--- src/rtl/mem_stall_ctrl.sv ---
// mem_stall_ctrl: MEM-stage sequencer for a variable-latency data memory plus load-use hazard bubbling; optional access timeout via MEM_STALL_CTRL_TIMEOUT_EN
module mem_stall_ctrl #(
  parameter int TIMEOUT_CYCLES = 255,
  parameter int CNT_W = 16
) (
  input  logic             clk,
  input  logic             rst_n,
  input  logic             exmem_memread,
  input  logic             exmem_memwrite,
  input  logic [31:0]      exmem_aluresult,
  input  logic [31:0]      exmem_wdata,
  input  logic             idex_memread,
  input  logic [4:0]       idex_rd,
  input  logic [4:0]       ifid_rs1,
  input  logic [4:0]       ifid_rs2,
  output logic             mem_req,
  output logic             mem_we,
  output logic [31:0]      mem_addr,
  output logic [31:0]      mem_wdata,
  input  logic             mem_ready,
  input  logic [31:0]      mem_rdata,
  output logic [31:0]      ld_data,
  output logic             pc_we,
  output logic             ifid_we,
  output logic             idex_we,
  output logic             exmem_we,
  output logic             idex_bubble,
  output logic             memwb_bubble,
  output logic             mem_err,
  output logic [CNT_W-1:0] stall_cnt
);
  typedef enum logic [1:0] {IDLE, ACCESS, DONE} state_t;
  state_t state;
  logic mem_op, mem_stall, hazard, timeout;
  if (TIMEOUT_CYCLES < 1) begin : g_bad_timeout
    $error("TIMEOUT_CYCLES must be at least 1");
  end
  assign mem_op = exmem_memread || exmem_memwrite;
  assign mem_stall = (state == IDLE && mem_op) || state == ACCESS;
  assign hazard = idex_memread && idex_rd != 5'd0 && (idex_rd == ifid_rs1 || idex_rd == ifid_rs2);
  // A memory stall freezes everything upstream and dominates the load-use hazard
  assign pc_we = !mem_stall && !hazard;
  assign ifid_we = !mem_stall && !hazard;
  assign idex_we = !mem_stall;
  assign exmem_we = !mem_stall;
  assign idex_bubble = !mem_stall && hazard;
  assign memwb_bubble = mem_stall;
`ifdef MEM_STALL_CTRL_TIMEOUT_EN
  localparam int TW = $clog2(TIMEOUT_CYCLES + 1) < 8 ? 8 : $clog2(TIMEOUT_CYCLES + 1);
  logic [TW-1:0] tcnt;
  assign timeout = tcnt == TW'(TIMEOUT_CYCLES - 1);
  // Access timer is zero outside ACCESS so it starts cleared on every entry; timeout error is sticky
  always_ff @(posedge clk or negedge rst_n)
    if (!rst_n) begin
      tcnt <= '0;
      mem_err <= 1'b0;
    end else begin
      tcnt <= state == ACCESS ? tcnt + 1'b1 : '0;
      if (state == ACCESS && !mem_ready && timeout) mem_err <= 1'b1;
    end
`else
  assign timeout = 1'b0;
  assign mem_err = 1'b0;
`endif
  // Access FSM: latch the request on leaving IDLE, hold it through ACCESS, release for one DONE cycle
  always_ff @(posedge clk or negedge rst_n)
    if (!rst_n) begin
      state <= IDLE;
      mem_req <= 1'b0;
      mem_we <= 1'b0;
      mem_addr <= '0;
      mem_wdata <= '0;
      ld_data <= '0;
    end else begin
      case (state)
        IDLE: if (mem_op) begin
          mem_req <= 1'b1;
          mem_we <= exmem_memwrite;
          mem_addr <= {exmem_aluresult[31:2], 2'b00};
          mem_wdata <= exmem_wdata;
          state <= ACCESS;
        end
        ACCESS: if (mem_ready || timeout) begin
          if (!mem_we) ld_data <= mem_ready ? mem_rdata : '0;
          mem_req <= 1'b0;
          state <= DONE;
        end
        default: state <= IDLE;
      endcase
    end
  // Saturating count of cycles in which EX/MEM is frozen
  always_ff @(posedge clk or negedge rst_n)
    if (!rst_n) stall_cnt <= '0;
    else if (!exmem_we && stall_cnt != '1) stall_cnt <= stall_cnt + 1'b1;
endmodule

--- config.mk ---
export PLATFORM = sky130hd
export DESIGN_NAME = mem_stall_ctrl
export DESIGN_NICKNAME = d
export VERILOG_FILES = /design/src/rtl/mem_stall_ctrl.sv
export SDC_FILE = /design/constraint.sdc
export NUM_CORES = 1
export LEC_CHECK = 0
export CAP_MARGIN = 20
export CELL_PAD_IN_SITES_DETAIL_PLACEMENT = 1
export CELL_PAD_IN_SITES_GLOBAL_PLACEMENT = 2
export CORE_AREA = 5 5 136 138
export CTS_BUF_LIST = sky130_fd_sc_hd__clkbuf_8
export CTS_CLUSTER_DIAMETER = 60
export CTS_CLUSTER_SIZE = 16
export DETAILED_ROUTE_END_ITERATION = 8
export DIE_AREA = 0 0 141 143
export PLACE_DENSITY = 0.84
export SYNTH_ARGS = -nofsm -noshare
export SYNTH_HDL_FRONTEND = slang
export SYNTH_SLANG_ARGS = --single-unit
--- constraint.sdc ---
create_clock -name clk -period 2.9 [get_ports clk]
set_input_delay 0.58 -clock clk [delete_from_list [all_inputs] [get_ports clk]]
set_output_delay 0.58 -clock clk [all_outputs]
set_load 0.01 [all_outputs]
==> reports/metrics.cfg, run 1 <==
[final_layout]
layout-drive-gt1-share_pct = 26.0
post-route-util_pct = 44.8
layout.cells.most_common = clkdlybuf4s50_1
syn_to_final_growth_pct = 63.0
layout_common_cells = clkdlybuf4s50_1 (228), dfrtp_1 (114), mux2_2 (93), xor2_1 (18), clkbuf_8 (18)
fin_nets = 671
antenna_cells = 0

[worst_hold_path]
hold_class = input port to async pin

[logic_synthesis]
syn_inst = 305
async_flop_share_pct = 100
yosys.area.top_type = dfrtp_1
syn_area_mm2 = 0.00469
synth_top_area_share_pct = 60.8
yosysSeqAreaShare_pct = 60.8
ys_warn_count = 0
postSynth.topFlopCell = dfrtp_1
ys_types = 35
avgSynthCellArea_um2 = 15.4
ys_ff_latch = 114
synth_edf_count = 0
synth_area_leaders = dfrtp_1 (61%), mux2_2 (22%), xor2_1 (3.4%)

[power]
power_w = 0.00793
power_density_mw_per_mm2 = 1040
leakage_nw = 3.14
peakVddDrop_mv = 0.512

[drt]
ant_nets = 0
wl_per_cell_um = 17.8
met1Wirelength_um = 5030
via_per_inst = 4.38
route.detailed.drc = 0
route.met3.wl_um = 1350
wirelength_um = 14100
dr.max_layer_used = met4
first_iter_violations = 86
wl_met2_um = 7450
dr_total_vias = 3461
first_pass_iters = 4

[status]
status = finished, final reports clean

[sta]
slew_violations = 0
rsz0062_at_grt = no
clock.fmax_ghz = 0.369
period_share_pct = 93.6
setup_tns_ns = 0
hold_violations = 0
min_period_ns = 2.71
finClkSkew_ns = 0.0137
slew_headroom_pct = 57.4
fin_hold_ws_ns = 0.160
tightestPinTransition_ns = 0.639
setup_viol = 0

[floorplan]
die_height_um = 143
initial_utilization_pct = 27.5
rows = 48
dieArea_mm2 = 0.0202
core_area_mm2 = 0.0171
ios = 238
dieWidth_um = 141

[cts]
clk_latency_ns = 0.42
hold_buffers = 0
numCtsBuffers = 17
post_cts.repair.setup_buffers = 0
clk_path_buf_depth = 2
cts_tree = yes
clk_pin_slew_ns = 0.07
cts_resized = 6
cts_sinks = 114
htree_levels = 4
clockRootBuffer = clkbuf_8

[global_route]
grt_usage_pct = 14.2
grt_max_degree = 53
grt_overflow = 0
first_global_vias = 4076
grt_pass1_wl_um = 22300
antenna_found_initial = 0

[placed_design]
hpwl_um = 10900
port_buffers = 232
place.gp.congestion = 0.896

[critical_path]
worst-path-max-fanout = 2
rrSetupSlack_ns = 0.92
critPathKind = input port to output pin
crit_path_cell_trace = clkdlybuf4s50_1 > buf_4 > xor2_1 > nor3_1 > a22oi_2 > o21a_1 > dlygate4sd2_1
arrival_ns = 2.13
path_buf_inv = 3
cp_slowest_cell = clkdlybuf4s50_1
worstSetupStartpointType = input port
cp_top_family = buffers and inverters
end_kind = output pin
worstPathRequired_ns = 2.32
max_stage_delay_ns = 0.42

[flow_run]
cap_viol_max_count = 0

## where the power goes
part | total (W) | internal (W) | switching, W | leakage, nW
combinational | 0.00359 | 0.00223 | 0.00136 | 1.57
clock | 0.00149 | 0.000854 | 0.000640 | 0.216
sequential | 0.00284 | 0.00236 | 0.000488 | 1.35
## layer usage
| metal | track usage [%] | up-vias |
|---|---|---|
| met5 | 0 | - |
| met4 | 4.39 | 0 |
| met3 | 7.33 | 19 |
| met2 | 25.3 | 141 |
| met1 | 14.7 | 1732 |
| li1 | - | 1569 |
## cells by family (layout without fill, tap and decap cells)
family | after synthesis | count (layout) | share of synthesized area (%)
flops | 114 | 114 | 60.8
mux | 95 | 95 | 22.8
simple gates | 45 | 45 | 7.09
xor+xnor | 25 | 25 | 4.67
buf+inv | 18 | 277 | 3.36
compound gates | 6 | 6 | 0.933
fa+ha+maj | 1 | 1 | 0.267
other cells | 1 | 3 | 0.0799
## worst register-to-register path: stages, from the launching register on
cell and delay [ns]:
dfrtp_1 0.41, ha_1 0.25, nand4_4 0.16, nor4_4 0.59, nor2_1 0.15, mux2_2 0.30
## area by class of cell
| cell class | instances | area, µm² |
|---|---|---|
| clock buffers | 18 | 248 |
| clock inverters | 14 | 148 |
| fillers | 1791 | 9410 |
| inverters | 2 | 7.51 |
| multi-input cells | 175 | 1700 |
| flip-flops and latches | 114 | 2850 |
| well taps | 225 | 282 |
| repair buffers | 243 | 2410 |
## registers in the layout, summed over array words and instances (netlist names)
| name | count |
|---|---|
| mem_we | 1 |
| mem_wdata | 32 |
| stall_cnt | 16 |
| state | 2 |
| mem_addr | 30 |
| mem_req | 1 |
| ld_data | 32 |
## path summary, 6_finish.rpt
kind,from,to,cells after the start
min in group clk,mem_req,mem_req,1
hold / removal,rst_n,mem_wdata[16],1
setup reg to reg,stall_cnt[1],stall_cnt[1],5
setup / recovery,idex_rd[3],ifid_we,7
max in group asynchronous,rst_n,stall_cnt[7],2
hold reg to reg,mem_req,mem_req,1
## synthesized netlist by cell type, types with 2 or more instances
cell      number
dfrtp_1      114
mux2_2        93
xor2_1        18
buf_4          8
buf_6          8
xnor2_1        7
nand3_1        5
nor2_1         5
nor3_1         5
nand2_1        3
nand3b_1       3
nand4_1        3
and4_1         2
mux2_1         2
nand4b_1       2
nor2_2         2
nor3b_1        2
nor4_1         2
nor4_4         2
nor4b_1        2
o21a_1         2
or2_2          2
## per-stage QoR
stage,cell area (µm²),cells,setup slack [ns]
floorplan,4700,307,0.715
global placement,7250,759,-0.119
detailed placement,7250,759,-0.133
CTS,7650,791,0.175
global route,7650,791,0.0808
finish,7650,791,0.186
No activity file was read; power rests on OpenSTA's default activity.
==> run 2: changes to the inputs <==
--- a/config.mk
+++ b/config.mk
@@ -15,6 +15,7 @@
 export DETAILED_ROUTE_END_ITERATION = 8
 export DIE_AREA = 0 0 141 143
 export PLACE_DENSITY = 0.84
+export SETUP_SLACK_MARGIN = 0.3
 export SYNTH_ARGS = -nofsm -noshare
 export SYNTH_HDL_FRONTEND = slang
 export SYNTH_SLANG_ARGS = --single-unit
==> run 2 against run 1 <==
Combinational power hardly changed. Utilization grew 0.21 points. Design area grew 0.46%. Wire length up 0.47%. Clock skew barely moved. Sequential share of layout area decreased by 0.17 points. Clock power about the same. Final cell count grew 0.25%. Die area unchanged. Via count grew 0.14%.
==> reports/metrics.cfg, run 2 (same netlist as run 1, synthesis figures left out) <==
[status]
status = finished, final reports clean

[critical_path]
reg2reg_to = stall_cnt[1]
end_kind = output pin
worstRegToRegCells = 5
r2r-start = stall_cnt[1]
worst-path-max-fanout = 2
critPathKind = input port to output pin
rrSetupSlack_ns = 0.93
worstPathRequired_ns = 2.32
worstSetupStartpointType = input port
arrival_ns = 1.97

[worst_hold_path]
hold_class = input port to async pin

[power]
seqPwrFrac_pct = 35.8
switchingPower_w = 0.00249
peakVddDrop_mv = 0.512
intPower_w = 0.00544
swShare_pct = 31.4
power_frac_clock_pct = 18.8
leakage_nw = 3.19
power_density_mw_per_mm2 = 1030
p_comb_share_pct = 45.3

[placed_design]
dp_cells = 759
port_buffers = 232
dp_slack_ns = -0.133
place.gp.congestion = 0.896
hpwl_um = 10900

[sta]
setup_ws_ns = 0.354
hold_violations = 0
setup_tns_ns = 0
rsz0062_at_grt = no
slew_headroom_pct = 57.7
period_share_pct = 87.8
finClkSkew_ns = 0.0137
setup_viol = 0
min_period_ns = 2.55
tightestPinTransition_ns = 0.635
slew_violations = 0
clock.fmax_ghz = 0.393

[global_route]
antenna_found_initial = 0
grt_usage_pct = 14.3
grt_pass1_wl_um = 22400
grt_max_degree = 53
first_global_vias = 4088
grt_overflow = 0

[final_layout]
layout_common_cells = clkdlybuf4s50_1 (224), dfrtp_1 (114), mux2_2 (93), clkbuf_8 (18), xor2_1 (17)
syn_to_final_growth_pct = 63.7
layout.cells.non_filler = 793
layout.cells.most_common = clkdlybuf4s50_1
fillers = 1788
layout-drive-gt1-share_pct = 27.5
fin_nets = 673
largest_registers = ld_data (32), mem_wdata (32), mem_addr (30)
antenna_cells = 0

[drt]
wl_per_cell_um = 17.8
via_per_inst = 4.37
dr_total_vias = 3466
route.detailed.drc = 0
first_iter_violations = 79
first_pass_iters = 4
wirelength_um = 14100
ant_nets = 0

[floorplan]
dieWidth_um = 141
rows = 48
ios = 238
core_area_mm2 = 0.0171
initial_utilization_pct = 27.5
dieArea_mm2 = 0.0202
die_height_um = 143

[cts]
hold_buffers = 0
numCtsBuffers = 17
cts_tree = yes
clockRootBuffer = clkbuf_8
cts_sinks = 114
clk_latency_ns = 0.42
clk_path_buf_depth = 2
htree_levels = 4
clk_pin_slew_ns = 0.07

[flow_run]
cap_viol_max_count = 0

-- run 2: repair_timing --
action                                  in CTS  in global routing
buffers inserted                             1                  1
endpoints found under the setup margin       5                  5
pin swaps                                    4                  4
gates resized for setup                     15                  8
gates cloned                                 0                  0
-- run 2: worst max-delay path, stage by stage --
cell and delay (ns):
clkdlybuf4s50_1 0.42, or4_4 0.54, o21ai_2 0.14, o21a_1 0.15, buf_2 0.14
-- run 2: worst max path at each step --
| stage | startpoint | endpoint | cells after the start |
|---|---|---|---|
| finish | idex_rd[1] | ifid_we | 5 |
| global route | exmem_memread | idex_we | 5 |
| CTS | idex_rd[4] | ifid_we | 7 |
| detailed placement | idex_rd[2] | ifid_we | 5 |
| global placement | idex_rd[1] | ifid_we | 5 |
| floorplan | idex_rd[1] | pc_we | 4 |
-- run 2: area by class of cell --
class	count	area (µm²)	share of cell area, %
timing repair buffer	245	2420	31.6
clock buffer	18	248	3.22
tap	225	282	3.66
clock inverter	14	148	1.92
multi-input combinational	175	1720	22.4
sequential	114	2850	37.1
inverter	2	7.51	0.0977
-- run 2: power groups by stage --
stage	Clock, W	Sequential (W)	Combinational (W)
after floorplan	0	0.00316	0.00129
after global placement	0	0.00281	0.00359
after detailed placement	0	0.00288	0.00367
after CTS	0.00155	0.00286	0.00369
after global routing	0.00164	0.00295	0.00385
final	0.00149	0.00284	0.00359
-- run 2: metrics by stage --
step	cell area [µm²]	total power [W]	util (%)	hold WS, ns
finish	7680	0.00793	45.0	0.159
global route	7680	0.00844	45.0	0.182
CTS	7650	0.00811	44.9	0.163
detailed placement	7250	0.00655	42.5	0.469
global placement	7250	0.00640	42.5	0.470
floorplan	4700	0.00444	-	0.284
-- run 2: routing by layer --
layer | up-vias | GRT usage [%] | part of all wire (%)
met5 | - | 0 | 0
met4 | 0 | 4.39 | 1.7
met3 | 19 | 7.27 | 9.4
met2 | 141 | 25.5 | 53
met1 | 1735 | 14.7 | 36
li1 | 1571 | - | -
